--- config.mk ---
export PLATFORM = sky130hd
export DESIGN_NAME = cgra_stream_bist
export DESIGN_NICKNAME = d
export VERILOG_FILES = /design/src/rtl/cgra_bist_pkg.sv /design/src/rtl/cgra_bist_lfsr.sv /design/src/rtl/cgra_stream_bist.sv
export SDC_FILE = /design/constraint.sdc
export NUM_CORES = 1
export LEC_CHECK = 0
export BUFFER_PORTS_ARGS = -buffer_cell sky130_fd_sc_hd__buf_2
export CORE_ASPECT_RATIO = 1.2
export CORE_UTILIZATION = 45
export CTS_BUF_LIST = sky130_fd_sc_hd__clkbuf_8 sky130_fd_sc_hd__clkbuf_16
export CTS_CLUSTER_DIAMETER = 150
export DETAILED_ROUTE_END_ITERATION = 12
export HOLD_SLACK_MARGIN = 0.1
export PLACE_DENSITY = 0.66
export SYNTH_ARGS = -nofsm -noshare
export SYNTH_HDL_FRONTEND = slang
export SYNTH_HIERARCHICAL = 1
export SYNTH_SLANG_ARGS = --single-unit
--- constraint.sdc ---
create_clock -name clk -period 2.86 [get_ports clk]
set_input_delay 0.572 -clock clk [delete_from_list [all_inputs] [get_ports clk]]
set_output_delay 0.572 -clock clk [all_outputs]
set_load 0.1 [all_outputs]
--- src/rtl/cgra_bist_pkg.sv ---
// Shared types and helpers for the CGRA stream self-test harness.
// Galois step polynomial and width limits live here.
package cgra_bist_pkg;

  typedef enum logic [2:0] {
    IDLE,
    CONF,
    RUN,
    DRAIN,
    DUMP
  } state_t;

  localparam logic [31:0] MISR_POLY = 32'h0040_0007;
  localparam int MAX_WIDTH = 32;
  localparam int DUMP_CYCLES = 32;

  function automatic logic [31:0] step(
    input logic [31:0] x
  );
    return {x[30:0], 1'b0} ^ (x[31] ? MISR_POLY : 32'h0);
  endfunction

  function automatic bit width_ok(input int w);
    return (w >= 1) && (w <= MAX_WIDTH);
  endfunction

endpackage

--- src/rtl/cgra_bist_lfsr.sv ---
// 32-bit Galois register with load, enable and XOR inject.
// nxt exposes the value taken at the coming edge.
module cgra_bist_lfsr
  import cgra_bist_pkg::*;
#(
  parameter logic [31:0] RST_VAL = 32'h0
) (
  input  logic        clk,
  input  logic        rst,
  input  logic        load,
  input  logic [31:0] seed,
  input  logic        en,
  input  logic [31:0] inject,
  output logic [31:0] q,
  output logic [31:0] nxt
);

  always_comb begin
    nxt = q;
    if (load) nxt = seed;
    else if (en) nxt = step(q) ^ inject;
  end

  always_ff @(posedge clk) begin
    if (rst) q <= RST_VAL;
    else q <= nxt;
  end

endmodule

--- src/rtl/cgra_stream_bist.sv ---
// Sequenced self-test harness around the CGRA mesh:
// config stream, stimulus, MISR compaction, serial dump.
module cgra_stream_bist
  import cgra_bist_pkg::*;
#(
  parameter int DATA_WIDTH = 8,
  parameter int CONF_WIDTH = 8,
  parameter int NUM_IN = 3,
  parameter int NUM_OUT = 3,
  parameter int CONF_CYCLES = 16,
  parameter int RUN_CYCLES = 256,
  parameter int DRAIN_CYCLES = 4,
  parameter int STIM_MODE = 0,
  parameter logic [31:0] SEED = 32'h0000_0001
) (
  input  logic                          clk,
  input  logic                          rst,
  input  logic                          start,
  output logic [CONF_WIDTH-1:0]         conf_bus,
  output logic [NUM_IN*DATA_WIDTH-1:0]  in_streams,
  input  logic [NUM_OUT*DATA_WIDTH-1:0] out_streams,
  output logic                          busy,
  output logic                          done,
  output logic                          out
);

  localparam int IW = NUM_IN * DATA_WIDTH;
  localparam logic [31:0] CONF_LAST = 32'(CONF_CYCLES - 1);
  localparam logic [31:0] RUN_LAST = 32'(RUN_CYCLES - 1);
  localparam logic [31:0] DRAIN_LAST = 32'(DRAIN_CYCLES - 1);
  localparam logic [31:0] DUMP_LAST = 32'(DUMP_CYCLES - 1);

  if (!width_ok(DATA_WIDTH) || !width_ok(CONF_WIDTH))
  begin : g_bad_width
    $error("DATA_WIDTH/CONF_WIDTH must be 1..32");
  end

  if (CONF_CYCLES < 1 || RUN_CYCLES < 1 || DRAIN_CYCLES < 0)
  begin : g_bad_cycles
    $error("CONF/RUN_CYCLES must be >= 1");
  end

  state_t      st, st_n;
  logic [31:0] cnt, cnt_n;
  logic        accept;

  assign accept = (st == IDLE) && start;

  always_comb begin
    st_n = st;
    cnt_n = cnt + 32'd1;
    unique case (st)
      IDLE: begin
        cnt_n = '0;
        if (start) st_n = CONF;
      end
      CONF: if (cnt == CONF_LAST) begin
        st_n = RUN;
        cnt_n = '0;
      end
      RUN: if (cnt == RUN_LAST) begin
        st_n = (DRAIN_CYCLES == 0) ? DUMP : DRAIN;
        cnt_n = '0;
      end
      DRAIN: if (cnt == DRAIN_LAST) begin
        st_n = DUMP;
        cnt_n = '0;
      end
      DUMP: if (cnt == DUMP_LAST) begin
        st_n = IDLE;
        cnt_n = '0;
      end
      default: begin
        st_n = IDLE;
        cnt_n = '0;
      end
    endcase
  end

  // Stimulus: one register per channel, stepped on each RUN cycle.
  logic [IW-1:0] stim_d;

  for (genvar i = 0; i < NUM_IN; i++) begin : g_in
    localparam logic [31:0] CH_SEED = SEED + 32'(i);
    logic [31:0] q;
    logic [31:0] nxt;
    logic [DATA_WIDTH-1:0] cnt_val;
    logic unused_bits;

    cgra_bist_lfsr #(
      .RST_VAL(CH_SEED)
    ) u_stim (
      .clk   (clk),
      .rst   (rst),
      .load  (accept),
      .seed  (CH_SEED),
      .en    (st_n == RUN),
      .inject(32'h0),
      .q     (q),
      .nxt   (nxt)
    );

    assign cnt_val = DATA_WIDTH'(32'(i) + cnt_n);
    assign unused_bits = ^{q, nxt};
    assign stim_d[i*DATA_WIDTH +: DATA_WIDTH] =
      (STIM_MODE != 0) ? q[DATA_WIDTH-1:0] : cnt_val;
  end

  logic [DATA_WIDTH-1:0] fold;

  always_comb begin
    fold = '0;
    for (int c = 0; c < NUM_OUT; c++)
      fold ^= out_streams[c*DATA_WIDTH +: DATA_WIDTH];
  end

  logic [31:0] misr, misr_nxt;

  cgra_bist_lfsr #(
    .RST_VAL(32'h0)
  ) u_misr (
    .clk   (clk),
    .rst   (rst),
    .load  (accept),
    .seed  (32'h0),
    .en    ((st == RUN) || (st == DRAIN)),
    .inject(32'(fold)),
    .q     (misr),
    .nxt   (misr_nxt)
  );

  // Outputs are registered from the next state so they line up with st.
  always_ff @(posedge clk) begin
    if (rst) begin
      st <= IDLE;
      cnt <= '0;
      conf_bus <= '0;
      in_streams <= '0;
      busy <= 1'b0;
      done <= 1'b0;
      out <= 1'b0;
    end else begin
      st <= st_n;
      cnt <= cnt_n;
      conf_bus <= (st_n == CONF) ?
        cnt_n[CONF_WIDTH-1:0] : '0;
      in_streams <= (st_n == RUN) ? stim_d : '0;
      busy <= (st_n != IDLE);
      out <= (st_n == DUMP) ?
        misr_nxt[~cnt_n[4:0]] : ^misr_nxt;
      if (accept) done <= 1'b0;
      else if (st == DUMP && st_n == IDLE) done <= 1'b1;
    end
  end

endmodule
==> flow_summary_export.csv <==
group,metric,value,unit
critical_path,path_cells,"ha_1 > and3_1 > a311oi_2 > o31ai_4 > a21oi_2 > nand2_1 > inv_1 > ha_1 > inv_1 > nor3_2 > nand4_1 > xnor2_1 > nor2_1",
global_routing,grt.overflow.total,0,
power_and_ir_drop,totalPowerFinal,3.47,mW
sta,setup_viol,0,
synthesis,post_synth.cell_area_avg,8.80,um^2
power_and_ir_drop,p_clk_share,37.1,%
die,ios,62,
critical_path,crit_slowest_cell,"a311oi_2",
detailed_routing,first_pass_iters,5,
clocking,cts_tree,"done",
sta,tightest_slew,0.552,ns
clocking,cts.reportedPaths.clkPinSlew,0.08,ns
power_and_ir_drop,comb_power_share,20.5,%
synthesis,ys_ff_latch,101,
clocking,htree_levels,3,
power_and_ir_drop,pwr-share-seq,42.4,%
die,std_cell_rows,44,
power_and_ir_drop,internal_power,2.47,mW
critical_path,slowest_delay,0.34,ns
detailed_routing,drtIter0Drc,211,
critical_path,worstSetupStartpointType,"register",
sta,slew_viol_final,0,
clocking,cts.sinks,101,
detailed_routing,num_vias,4720,
synthesis,synth_ff_type,"dfxtp_1",
sta,fin_crit_sh,95.1,%
clocking,cts_buffers,9,
critical_path,critPathMaxFanout,4,
power_and_ir_drop,power_switching,1.00,mW
critical_path,required,3.11,ns
die,design.core.area,12200,um^2
die,dieWidth,104,um
die,dieArea,13000,um^2
clocking,post-cts-setup-buffers,0,
global_routing,grt_pass1_vias,4682,
clocking,cts_buffer_depth,2,
critical_path,end_kind,"register",
cells_and_area,final_common_cell,"dfxtp_1",
critical_path,path_class,"register to register",
global_routing,grt_first_pass_wirelength,21800,um
sta,setup_ws,0.140,ns
detailed_routing,ant_nets,0,
status,status,"finished, final reports clean",
placement,gp_congestion,0.853,
detailed_routing,routed_wirelength,12700,um
min_path,hp-class,"register to register",
die,start_util,46.5,%
critical_path,crit_family,"simple AND/OR/NAND/NOR gates",
synthesis,yosys_warnings,6,
global_routing,grt_use_total,20.7,%
sta,final-hold-violation-count,0,
global_routing,grt_max_degree,37,
critical_path,crit_arrival,2.97,ns
cells_and_area,drive_above_1_share,18.8,%
synthesis,ys_seq_area_share,35.7,%
detailed_routing,wl_per_cell,13.7,um
global_routing,antenna_found_initial,0,
detailed_routing,drc_errors,0,
cells_and_area,utilization,55.3,%
clocking,clk_latency,0.36,ns
placement,dp_hpwl,9410,um
placement,port_buffers,61,
power_and_ir_drop,cellPowerDensity,516,nW/um^2
power_and_ir_drop,vdd_drop_max,0.243,mV
sta,clock.fmax,368,MHz
synthesis,syn_inst,643,
synthesis,synth_cell_type_count,67,
synthesis,syn-cell-area,5660,um^2
sta,relSlewSlack,63.1,%
power_and_ir_drop,leakage,2.59,nW
cells_and_area,layout.nets,787,
synthesis,synthArstFlopShare,0,%
die,dieHeight,125,um
flow_run,maxCapViolCount,0,
sta,post-route-min-period,2.72,ns
placement,pre_cts_slack,-0.0975,ns
cells_and_area,area_growth,18.8,%
clocking,cts-root-buf,"clkbuf_16",
cells_and_area,final_cell_mix,"100 x dfxtp_1, 68 x xnor2_1, 66 x nor2_1",
critical_path,cp.buffers_inverters,2,
synthesis,synth_edf_count,0,
sta,clock-skew-final,0.0116,ns
cells_and_area,num_antenna_cells,0,
power_and_ir_drop,netSwitchingFraction,28.8,%
detailed_routing,via_per_inst,5.11,
sta,hold_ws,0.524,ns
==> path summary, 6_finish.rpt <==
kind	start	endpoint	slack, ns	cells past startpoint
max reg2reg	cnt[1]$_SDFF_PP0_	in_streams[15]$_SDFF_PP0_	0.14	13
max	cnt[1]$_SDFF_PP0_	in_streams[15]$_SDFF_PP0_	0.14	13
min	cnt[23]$_SDFF_PP0_	cnt[23]$_SDFF_PP0_	0.52	2
min reg2reg	cnt[23]$_SDFF_PP0_	cnt[23]$_SDFF_PP0_	0.52	2
==> final cells by class <==
type	instances	area, um^2
fillers	1176	5440
multi-input cells	546	3610
flip-flops and latches	101	2020
repair buffers	90	543
clock buffers	9	225
well taps	161	201
clock inverters	7	91.3
inverters	9	33.8
==> flip-flops by register name, summed over array words and instances (netlist names) <==
register and flops:
in_streams 23, st 3, busy 1, u_misr/q 32
cnt 32, conf_bus 8, done 1, out 1
==> cell usage after synthesis (4+ instances only) <==
master    number  area share (%)
a21oi_1        6            0.53
a21oi_2        5            0.77
a31oi_1        4            0.44
and2_1         5            0.55
and3_1        11             1.2
and4_1         7             1.1
buf_2         15             1.3
buf_6          7             1.4
clkbuf_1      19             1.3
dfxtp_1      101              36
inv_1          8            0.53
mux2_2         5            0.99
mux2i_1       32             5.7
nand2_1       60             4.0
nand3_1       17             1.5
nand4_1        7            0.77
nor2_1        66             4.4
nor3_1         9            0.80
nor4_1         7            0.77
o21ai_0        4            0.35
o21ai_1       31             2.7
o22ai_1       29             3.2
or3_1         10             1.1
xnor2_1       68              11
xor2_1        48             7.4
==> through the flow <==
stage	std cells	TNS, ns	cell area (um^2)
2_1_floorplan	698	0	5870
3_3_place_gp	907	-0.0424	6370
3_5_place_dp	907	-0.0975	6370
4_1_cts	923	0	6690
5_1_grt	923	-0.0504	6720
6_report	923	0	6720
==> power by group through the flow <==
stage	logic [mW]	clock network, mW	registers, mW
finish	0.710	1.29	1.47
global route	0.769	1.37	1.48
CTS	0.691	1.32	1.47
detailed placement	0.689	0	1.51
global placement	0.675	0	1.50
floorplan	0.522	0	1.55
==> per-layer routing <==
metal / routed length (um) / part of all wire [%] / global-route usage, % / vias up
met2: 6310 / 50 / 35.3 / 94
li1: - / - / - / 2423
met4: 232 / 1.8 / 8.66 / 0
met5: 0 / 0 / 0 / -
met3: 454 / 3.6 / 3.45 / 19
met1: 5690 / 45 / 25.5 / 2184
==> worst min-delay path: cells and delay by family (launching register included) <==
kind | cells | cell delay [ns]
flip-flops | 1 | 0.33
AO/OA/AOI/OAI | 2 | 0.14
==> cells by family after synthesis <==
logic type	Yosys count	synth area share (%)
fa+ha+maj	3	0.663
xor+xnor	116	18.0
buf+inv	51	4.71
other cells	1	0.0663
compound gates	110	13.4
mux	40	7.85
flops	101	35.7
simple gates	221	19.6
==> what timing repair did <==
item | in CTS | in global routing
gates resized for setup | 0 | 8
endpoints found under the setup margin | 0 | 4
hold buffers | 0 | 0
Power figures use the tool's default switching activity.
